### src/rtl/mem_access_unit.sv
// RV32 data-memory access stage: issues a req/ack transaction for the load or store in EX/MEM,
// steers byte lanes, formats load results and stalls or halts the pipeline around the access.
module mem_access_unit #(
  parameter int MEM_TIMEOUT = 16
) (
  input  logic        clk,
  input  logic        rst,
  input  logic        ex_valid,
  input  logic        ex_memRead,
  input  logic        ex_memWrite,
  input  logic [2:0]  ex_funct3,
  input  logic [31:0] ex_addr,
  input  logic [31:0] ex_storeData,
  output logic        dmem_req,
  output logic        dmem_we,
  output logic [31:0] dmem_addr,
  output logic [3:0]  dmem_wstrb,
  output logic [31:0] dmem_wdata,
  input  logic [31:0] dmem_rdata,
  input  logic        dmem_ack,
  output logic [31:0] readData,
  output logic        mem_stall,
  output logic        mem_fault,
  output logic [1:0]  fault_code,
  output logic [31:0] fault_addr
);

  typedef enum logic [1:0] {IDLE, ACCESS, DONE, FAULT} state_t;

  localparam logic [7:0] LAST_WAIT = 8'(MEM_TIMEOUT - 1);

  state_t      state_reg;
  logic [7:0]  count_reg;
  logic [2:0]  funct3_reg;
  logic [1:0]  lane_reg;
  logic        load_reg;

  logic        access;
  logic        load_ok;
  logic        store_ok;
  logic        op_illegal;
  logic        misaligned;
  logic [31:0] wdata_fmt;
  logic [3:0]  wstrb_fmt;
  logic [7:0]  rbyte [4];
  logic [7:0]  sel_byte;
  logic [15:0] sel_half;
  logic [31:0] load_fmt;

  assign access     = ex_valid & (ex_memRead | ex_memWrite);
  assign load_ok    = (ex_funct3 == 3'b000) | (ex_funct3 == 3'b001) | (ex_funct3 == 3'b010) |
                      (ex_funct3 == 3'b100) | (ex_funct3 == 3'b101);
  assign store_ok   = ~ex_funct3[2] & (ex_funct3[1:0] != 2'b11);
  assign op_illegal = (ex_memRead & ex_memWrite) | (ex_memRead & ~load_ok) |
                      (ex_memWrite & ~store_ok);
  assign misaligned = ((ex_funct3[1:0] == 2'b01) & ex_addr[0]) |
                      ((ex_funct3[1:0] == 2'b10) & (ex_addr[1:0] != 2'b00));

  assign mem_stall = (state_reg == ACCESS) | (state_reg == FAULT) | ((state_reg == IDLE) & access);

  always_comb begin
    wdata_fmt = ex_storeData;
    wstrb_fmt = 4'b1111;
    case (ex_funct3[1:0])
      2'b00: begin
        wdata_fmt = {4{ex_storeData[7:0]}};
        wstrb_fmt = 4'b0001 << ex_addr[1:0];
      end
      2'b01: begin
        wdata_fmt = {2{ex_storeData[15:0]}};
        wstrb_fmt = ex_addr[1] ? 4'b1100 : 4'b0011;
      end
      default: ;
    endcase
    if (!ex_memWrite) wstrb_fmt = 4'b0000;
  end

  for (genvar gi = 0; gi < 4; gi++) begin : g_lane
    assign rbyte[gi] = dmem_rdata[8*gi +: 8];
  end

  // Lane and width come from the request latched at issue, not from EX/MEM.
  always_comb begin
    sel_byte = rbyte[lane_reg];
    sel_half = lane_reg[1] ? dmem_rdata[31:16] : dmem_rdata[15:0];
    case (funct3_reg)
      3'b000:  load_fmt = {{24{sel_byte[7]}}, sel_byte};
      3'b001:  load_fmt = {{16{sel_half[15]}}, sel_half};
      3'b100:  load_fmt = {24'd0, sel_byte};
      3'b101:  load_fmt = {16'd0, sel_half};
      default: load_fmt = dmem_rdata;
    endcase
  end

  always_ff @(posedge clk) begin
    if (rst) begin
      state_reg  <= IDLE;
      count_reg  <= 8'd0;
      funct3_reg <= 3'b000;
      lane_reg   <= 2'b00;
      load_reg   <= 1'b0;
      dmem_req   <= 1'b0;
      dmem_we    <= 1'b0;
      dmem_addr  <= 32'd0;
      dmem_wstrb <= 4'b0000;
      dmem_wdata <= 32'd0;
      readData   <= 32'd0;
      mem_fault  <= 1'b0;
      fault_code <= 2'b00;
      fault_addr <= 32'd0;
    end else begin
      case (state_reg)
        IDLE: begin
          if (access) begin
            if (op_illegal | misaligned) begin
              state_reg  <= FAULT;
              mem_fault  <= 1'b1;
              fault_code <= op_illegal ? 2'b11 : 2'b01;
              fault_addr <= ex_addr;
            end else begin
              state_reg  <= ACCESS;
              count_reg  <= 8'd0;
              funct3_reg <= ex_funct3;
              lane_reg   <= ex_addr[1:0];
              load_reg   <= ex_memRead;
              dmem_req   <= 1'b1;
              dmem_we    <= ex_memWrite;
              dmem_addr  <= {ex_addr[31:2], 2'b00};
              dmem_wstrb <= wstrb_fmt;
              dmem_wdata <= wdata_fmt;
            end
          end
        end
        ACCESS: begin
          // An ack on the last permitted cycle is checked first so it beats the timeout.
          if (dmem_ack) begin
            state_reg <= DONE;
            dmem_req  <= 1'b0;
            if (load_reg) readData <= load_fmt;
          end else if (count_reg == LAST_WAIT) begin
            state_reg  <= FAULT;
            dmem_req   <= 1'b0;
            mem_fault  <= 1'b1;
            fault_code <= 2'b10;
            fault_addr <= {dmem_addr[31:2], lane_reg};
          end else begin
            count_reg <= count_reg + 8'd1;
          end
        end
        DONE:    state_reg <= IDLE;
        FAULT:   state_reg <= FAULT;
        default: state_reg <= IDLE;
      endcase
    end
  end

endmodule

### config.mk
export PLATFORM = sky130hd
export DESIGN_NAME = mem_access_unit
export DESIGN_NICKNAME = d
export VERILOG_FILES = /design/src/rtl/mem_access_unit.sv
export SDC_FILE = /design/constraint.sdc
export NUM_CORES = 1
export LEC_CHECK = 0
export ABC_AREA = 1
export CAP_MARGIN = 5
export CORE_AREA = 5 5 126 128
export CTS_CLUSTER_SIZE = 8
export DETAILED_ROUTE_END_ITERATION = 8
export DIE_AREA = 0 0 131 133
export PLACE_DENSITY = 0.85
export RECOVER_POWER = 25
export SETUP_SLACK_MARGIN = 0.1
export SLEW_MARGIN = 15
export SYNTH_ARGS = -nofsm -noshare
export SYNTH_HDL_FRONTEND = slang
export SYNTH_SLANG_ARGS = --single-unit
### constraint.sdc
create_clock -name clk -period 2.9 [get_ports clk]
set_input_delay 0.87 -clock clk [delete_from_list [all_inputs] [get_ports clk]]
set_output_delay 0.87 -clock clk [all_outputs]
set_load 0.02 [all_outputs]
=== Word level (Yosys, flattened, before mapping) ===
Cells that the tools add are included.

* Mux-type cells: 40
* Reductions and logical operators: 12
* $lt $le $gt $ge: 1
* Bitwise operators: 24
* Equality and inequality tests: 21
* $add $sub $neg: 1
* Shift-type cells: 1

{| class="wikitable"
|+ Operator list
! kind !! number
|-
| $mux 32 || 4
|-
| $pmux 32 s2 || 2
|-
| $pmux 32 s4 || 1
|-
| $mux 8 || 6
|-
| $mux 2 || 9
|-
| $bmux 8 s2 || 1
|-
| $mux 16 || 1
|-
| $pmux 8 s2 || 1
|-
| $eq 3x3->1 const B || 4
|-
| $or 1x1->1 || 11
|-
| $ne 2x2->1 const B || 5
|-
| $reduce_and 5->1 || 2
|-
| $add 8x1->8 const B || 1
|-
| $and 1x1->1 || 8
|-
| $eq 8x4->1 const B || 1
|-
| $mux 1 || 8
|-
| $mux 4 || 2
|-
| $pmux 2 s4 || 1
|-
| $pmux 4 s2 || 1
|-
| $eq 2x2->1 const B || 3
|-
| $eq 3x1->1 const B || 2
|-
| $logic_not 3->1 || 2
|-
| $reduce_and 3->1 || 2
|-
| $eq 2x1->1 const B || 2
|-
| 13 further kinds || 20
|}

* Output and inout bits: 138
* Input port bits: 105
* Register bits after elaboration: 151

=== Logic depth before layout (Yosys ltp) ===
Gate-level depths: netlist (run 1).

* Depth in word-level cells: 13
* Gate-level depth with buffers: 12

=== Worst setup path before layout (run 1) ===
OpenSTA, ideal clock, no wires.

* Kind: input to output
* Start point: input port ex_memWrite
* End point: output port mem_stall
* Path slack: 0.596 ns
* Stages: 6
* Required time: 2.030 ns
* Arrival: 1.434 ns
* Path buffers: 0
* Cells stage by stage: inv_1 > nand2_1 > nand2_1 > inv_1 > nand2_1 > nand2_1

* Word-level cells in the longest chain between the ends: 4

{| class="wikitable"
|+ RTL lines
! what !! line !! RTL
|-
| start, declared || 10 || <nowiki>input logic ex_memWrite,</nowiki>
|-
| $or 1x1->1 || 50 || <nowiki>assign access = ex_valid & (ex_memRead | ex_memWrite);</nowiki>
|-
| $and 1x1->1 || 50 ||
|-
| $and 1x1->1 || 59 || <nowiki>assign mem_stall = (state_reg == ACCESS) | (state_reg == FAULT) | ((state_reg == IDLE) & access);</nowiki>
|-
| $or 1x1->1 || 59 ||
|-
| end, declared || 22 || <nowiki>output logic mem_stall,</nowiki>
|}

Every way passes these cells.

=== Worst setup path after layout (run 1) ===
* Start point: input port ex_memRead
* End point: output port mem_stall

* Word-level cells in the longest chain between the ends: 4

{| class="wikitable"
|+ RTL lines
! what !! line !! RTL
|-
| start, declared || 9 || <nowiki>input logic ex_memRead,</nowiki>
|-
| $or 1x1->1 || 50 ||
|-
| $and 1x1->1 || 50 ||
|-
| $and 1x1->1 || 59 ||
|-
| $or 1x1->1 || 59 ||
|}

Every way passes these cells.

==> out/results.txt, run 1 <==
Element type at the critical path end = output pin
Post-synthesis register bit count = 151
Endpoints failing setup = 0
Fmax = 364 MHz
Detailed Routing Iterations Pass 1 = 5
Die area = 0.0174 mm2
Number of diodes = 0
Sequential area share after synthesis = 43.3%
Clock Latency Late Sink = 0.42 ns
Die W = 131 um
CTS clock-pin slew for the worst setup and hold paths = 0.06 ns
Fill cell count = 1,237
Hpwl dp = 16,000 um
Ys flop type = dfxtp_1
Required @ worst endpoint = 2.03 ns
Setup TNS = 0 ns
CTS Sinks = 151
Multiplexer share of the synthesized area = 0%
Worst path max stage delay = 0.47 ns
Area fraction of the dominant cell type after synthesis = 43.3%
Synth warnings = 0
Biggest regs = dmem_wdata: 32 flops, fault_addr: 32 flops, readData: 32 flops
Max-Cap Viols = 0
Slew HR = 29.2%
Initial core utilization = 47.3%
Post-synthesis cell area = 0.00698 mm2
Post-Route WL = 22,000 um
Worst slew pin tran = 1.06 ns
H-Tree Depth = 4
Slowest stage cell, crit path = clkdlybuf4s50_1
Initial antenna violation count = 0
Avg WL per Cell = 14.8 um
Hold Path Class = reg -> reg
1st-iter DRT viols = 615
Startpoint types = primary input
Main combinational cell family by area after synthesis = simple AND/OR/NAND/NOR gates
Drt via density = 5.14
DRC = 0
Compound-Gate Fraction of Synth Area = 20.7%
Fin crit share = 94.7%
Final Max Tran Viols = 0
Share of cells above drive strength 1 = 5.79%
Syn avg cell area = 6.60 um2
Synth area leaders = dfxtp_1, nand2_1, o21ai_0
Adder-Cell Fraction of Synth Area = 0.179%
Final Wtd Congestion = 0.856
CP Class = in -> out
Status = finished clean
Pwr/cell area = 582 mW/mm2
Top cells by count, synth = nand2_1, nor2_1, dfxtp_1
Largest net degree at the start of global routing = 83
Routed Antenna Nets = 0
Layout area overhead = 45.9%
Total track usage = 24.7%
VDD IR max = 0.000357 V
Non-Filler Instances = 1,484
PortBufs = 240
Count leader, synth = nand2_1
Mapped Cells = 1,058
Final Hold Fails = 0
Buf/Inv on CP = 4
Post-synth EDFFs = 0
Vias in the first global route = 6,955
Clock root buffer = clkbuf_16
Tmin final = 2.75 ns
Clock Tree Buf Depth = 2
Leakage power = 0.00419 uW
RSZ-0062 raised after global routing = false
Via count = 7,632
Synth cell types = 29
Critical Path Most Common Cell = nand2_2
Top Ports = 243
CP max FO = 2
Clock Skew = 0.00721 ns
TritonCTS buffer count = 17
Total global routing overflow = 0
Core box area = 0.0148 mm2
Placed insts = 1,452
Die H = 133 um
Nets = 1,389
Top delay family on crit path = buffers and inverters
Synth Area in Simple Gates = 26.5%
Area of the multi-input gates = 0.00331 mm2
Critical path cell sequence = clkdlybuf4s50_1, inv_1, nand2_2, nand2_2, inv_2, nand2_2, nand2_1, buf_6
Synth Area in XOR/XNOR = 0%
First-pass GRT wire length = 34,600 um
Asr flop ratio synth = 0%
CTS tree = yes
Yosys top cell by area = dfxtp_1
CP arrival = 1.88 ns
Register area = 0.00302 mm2
Num rows = 45
layout make-up:
class / instances / area share [%]
multi-input cells: 749 / 32.5
flip-flops and latches: 151 / 29.7
repair buffers: 270 / 26.2
clock buffers: 24 / 4.73
inverters: 94 / 3.46
well taps: 188 / 2.31
clock inverters: 8 / 1.18
where the power goes:
group / switching (uW) / leakage, uW / internal [uW]
Sequential: 88.7 / 0.00123 / 2220
Clock: 833 / 0.000290 / 1420
Combinational: 777 / 0.00267 / 585
Total: 1700 / 0.00419 / 4230
worst paths after layout:
| path | start | to | slack (ns) | depth (start not counted) |
|---|---|---|---|---|
| worst max-delay path | ex_memRead | mem_stall | 0.15 | 8 |
| worst max register to register | state_reg[1]$_SDFFE_PP0P_ | readData[31]$_SDFFE_PP0P_ | 0.47 | 11 |
| worst min-delay path | dmem_addr[11]$_SDFFE_PP0P_ | dmem_addr[11]$_SDFFE_PP0P_ | 0.46 | 2 |
| worst min register to register | dmem_addr[11]$_SDFFE_PP0P_ | dmem_addr[11]$_SDFFE_PP0P_ | 0.46 | 2 |
per-stage QoR:
stage | util, % | setup WS (ns) | area (um2) | power, uW | hold slack (ns)
floorplan | - | 0.596 | 6980 | 3070 | 0.458
global placement | 65.2 | -0.295 | 9620 | 3700 | 0.449
detailed placement | 65.2 | -0.373 | 9620 | 3720 | 0.455
CTS | 69.3 | 0.111 | 10200 | 5970 | 0.463
global route | 69.1 | 0.0702 | 10200 | 6190 | 0.477
finish | 69.1 | 0.154 | 10200 | 5920 | 0.460
metal layers:
layer	global-route usage (%)	share of wire, %
met1	30.2	40
met2	39.8	47
met3	7.87	9.8
met4	10.5	3.3
met5	0	0
cells in the final DEF (no fill, tap or decap), drive strengths merged, types with 2 or more instances in the layout:
cell type | netlist | routed
conb | 1 | 2
nor3 | 10 | 10
nor3b | 2 | 2
bufinv | 0 | 3
clkinv | 1 | 6
clkinvlp | 0 | 2
nand2 | 279 | 279
nand3 | 11 | 11
buf | 32 | 30
o211ai | 10 | 10
dfxtp | 151 | 151
nor2 | 156 | 156
clkdlybuf4s50 | 0 | 220
nand4 | 7 | 7
inv | 93 | 91
o21ai | 161 | 161
clkbuf | 33 | 26
a21oi | 106 | 106
dlygate4sd3 | 0 | 18
what timing repair did:
item | in CTS | in global routing
hold buffers | 0 | 0
gates resized for setup | 6 | 5
setup endpoints to repair | 1 | 1
pin swaps | 0 | 1
buffers inserted | 0 | 0
endpoints found under the hold margin | 0 | 0
tightest hold or removal path: cells and delay by family, from the launching register on:
family | cells | cell delay (ns)
AO/OA/AOI/OAI | 1 | 0.05
flip-flops | 1 | 0.31
buffers and inverters | 1 | 0.06
kinds of logic after synthesis:
logic type | Yosys count
other cells | 1
buf+inv | 159
flops | 151
fa+ha+maj | 1
simple gates | 465
compound gates | 281
Power figures use the tool's default switching activity.
==> run 2: changes to the inputs <==
--- a/config.mk
+++ b/config.mk
@@ -14,7 +14,7 @@
 export PLACE_DENSITY = 0.85
 export RECOVER_POWER = 25
 export SETUP_SLACK_MARGIN = 0.1
-export SLEW_MARGIN = 15
+export SLEW_MARGIN = 0
 export SYNTH_ARGS = -nofsm -noshare
 export SYNTH_HDL_FRONTEND = slang
 export SYNTH_SLANG_ARGS = --single-unit
==> results of run 2 <==
Final layout, timing and power as in run 1 (identical DEF).
==> run 3: changes to the inputs <==
--- a/config.mk
+++ b/config.mk
@@ -11,7 +11,7 @@
 export CTS_CLUSTER_SIZE = 8
 export DETAILED_ROUTE_END_ITERATION = 8
 export DIE_AREA = 0 0 131 133
-export PLACE_DENSITY = 0.85
+export PLACE_DENSITY = 0.91
 export RECOVER_POWER = 25
 export SETUP_SLACK_MARGIN = 0.1
 export SLEW_MARGIN = 0
==> run 3 against run 2 <==
  * Combinational power barely moved
  * Worst hold slack got worse by 0.0014 ns
  * Worst setup slack improved by 0.0075 ns
  * Critical path type unchanged
  * Largest power group is now clock
==> out/results.txt, run 3 (synthesized netlist as in run 1, its figures left out) <==
Status = finished clean (unchanged)
H-Tree Depth = 4 (unchanged)
Fin crit share = 94.4% (was 94.7%)
Avg WL per Cell = 15.2 um (was 14.8 um)
Hpwl dp = 16,200 um (was 16,000 um)
Num rows = 45 (unchanged)
Post-Route WL = 22,500 um (was 22,000 um)
CTS tree = yes (unchanged)
Initial core utilization = 47.3% (unchanged)
Commonest non-fill, non-tap cell in the layout = nand2_1 (unchanged)
VDD IR max = 0.000371 V (was 0.000357 V)
Share of cells above drive strength 1 = 5.80% (was 5.79%)
Vias in the first global route = 7,218 (was 6,955)
Max-Cap Viols = 0 (unchanged)
Leakage power = 0.00429 uW (was 0.00419 uW)
Worst R2R Start = state_reg[1]$_SDFFE_PP0P_ (unchanged)
Worst slew pin tran = 1.02 ns (was 1.06 ns)
Startpoint types = primary input (unchanged)
CP max FO = 2 (unchanged)
Total global routing overflow = 0 (unchanged)
CTS clock-pin slew for the worst setup and hold paths = 0.06 ns (about the same)
CP Class = in -> out (unchanged)
Die area = 0.0174 mm2 (unchanged)
Drt via density = 5.21 (was 5.14)
Initial antenna violation count = 0 (unchanged)
Most frequent cells in the layout = nand2_1, clkdlybuf4s50_1, nor2_1 (unchanged)
Setup TNS = 0 ns (unchanged)
Power Total = 5970 uW (was 5920 uW)
Clock Tree Buf Depth = 2 (unchanged)
DRC = 0 (unchanged)
Pwr/cell area = 587 mW/mm2 (was 582 mW/mm2)
First-pass GRT wire length = 35,800 um (was 34,600 um)
Core box area = 0.0148 mm2 (unchanged)
Final Max Tran Viols = 0 (unchanged)
Largest net degree at the start of global routing = 99 (was 83)
Die W = 131 um (unchanged)
Required @ worst endpoint = 2.03 ns (about the same)
CP arrival = 1.87 ns (was 1.88 ns)
Hold Path Class = reg -> reg (unchanged)
1st-iter DRT viols = 673 (was 615)
Fill cell count = 1,266 (was 1,237)
Register area = 0.00302 mm2 (unchanged)
RSZ-0062 raised after global routing = false (unchanged)
Finished Core Util = 68.9% (was 69.1%)
Total track usage = 25.6% (was 24.7%)
Final Wtd Congestion = 0.910 (was 0.856)
Via count = 7,713 (was 7,632)
PortBufs = 240 (unchanged)
Routed Antenna Nets = 0 (unchanged)
Area of the multi-input gates = 0.00330 mm2 (was 0.00331 mm2)
TritonCTS buffer count = 17 (unchanged)
Die H = 133 um (unchanged)
Element type at the critical path end = output pin (unchanged)
Layout area overhead = 45.7% (was 45.9%)
Clock root buffer = clkbuf_16 (unchanged)
CTS Sinks = 151 (unchanged)
Fmax = 365 MHz (was 364 MHz)
Biggest regs = dmem_wdata: 32 flops, fault_addr: 32 flops, readData: 32 flops (unchanged)
Slew HR = 31.7% (was 29.2%)
CTS Hold Buffers Added = 0 (unchanged)
Clock Skew = 0.00879 ns (was 0.00721 ns)
Hold wc startpoint = dmem_addr[26]$_SDFFE_PP0P_ (was dmem_addr[11]$_SDFFE_PP0P_)
Detailed Routing Iterations Pass 1 = 5 (unchanged)
Number of diodes = 0 (unchanged)
Tmin final = 2.74 ns (was 2.75 ns)
Endpoints failing setup = 0 (unchanged)
Nets = 1,386 (was 1,389)
Final Hold Fails = 0 (unchanged)
Clock Latency Late Sink = 0.42 ns (about the same)
Hold slack = 0.458 ns (was 0.460 ns)
Top Ports = 243 (unchanged)
Worst Setup SP = ex_memRead (unchanged)
[run 3: stage by stage]
stage	cell area (um2)	setup slack, ns	instances
finish	10200	0.162	1481
global route	10200	0.0869	1481
CTS	10200	0.105	1481
detailed placement	9560	-0.338	1449
global placement	9560	-0.300	1449
floorplan	6980	0.596	1059
[run 3: metal layers]
metal	GRT usage [%]	vias to the layer above	wire, um
li1	-	3834	-
met3	8.16	56	2120
met4	9.94	0	658
met2	42.4	341	10800
met1	30.5	3482	8970
met5	0	-	0
[run 3: what timing repair did]
item | in CTS | in global routing
endpoints found under the setup margin | 1 | 1
buffers inserted | 0 | 0
pin swaps | 0 | 1
gates resized for setup | 4 | 6
endpoints found under the hold margin | 0 | 0
[run 3: final cells by class]
cell class	instances	area share, %
sequential	151	29.7
tap	188	2.31
inverter	94	3.47
multi-input combinational	749	32.5
clock inverter	13	1.75
timing repair buffer	267	25.9
clock buffer	19	4.36
[run 3: report_power, final]
group          internal [uW]  total [uW]  switching, uW
logic                    560        1340            780
clock network           1460        2330            870
registers               2220        2300           81.8
total                   4240        5970           1730
[run 3: path summary, 6_finish.rpt]
check | to | slack [ns] | cells after the start
min | dmem_addr[26]$_SDFFE_PP0P_ | 0.46 | 2
max reg2reg | readData[18]$_SDFFE_PP0P_ | 0.52 | 11
max | mem_stall | 0.16 | 8
min reg2reg | dmem_addr[26]$_SDFFE_PP0P_ | 0.46 | 2
[run 3: critical path, cell delays in order]
cell             delay (ns)
clkdlybuf4s50_1        0.47
inv_1                  0.05
nand2_2                0.06
nand2_2                0.06
inv_2                  0.05
nand2_1                0.06
nand2_1                0.12
buf_6                  0.13
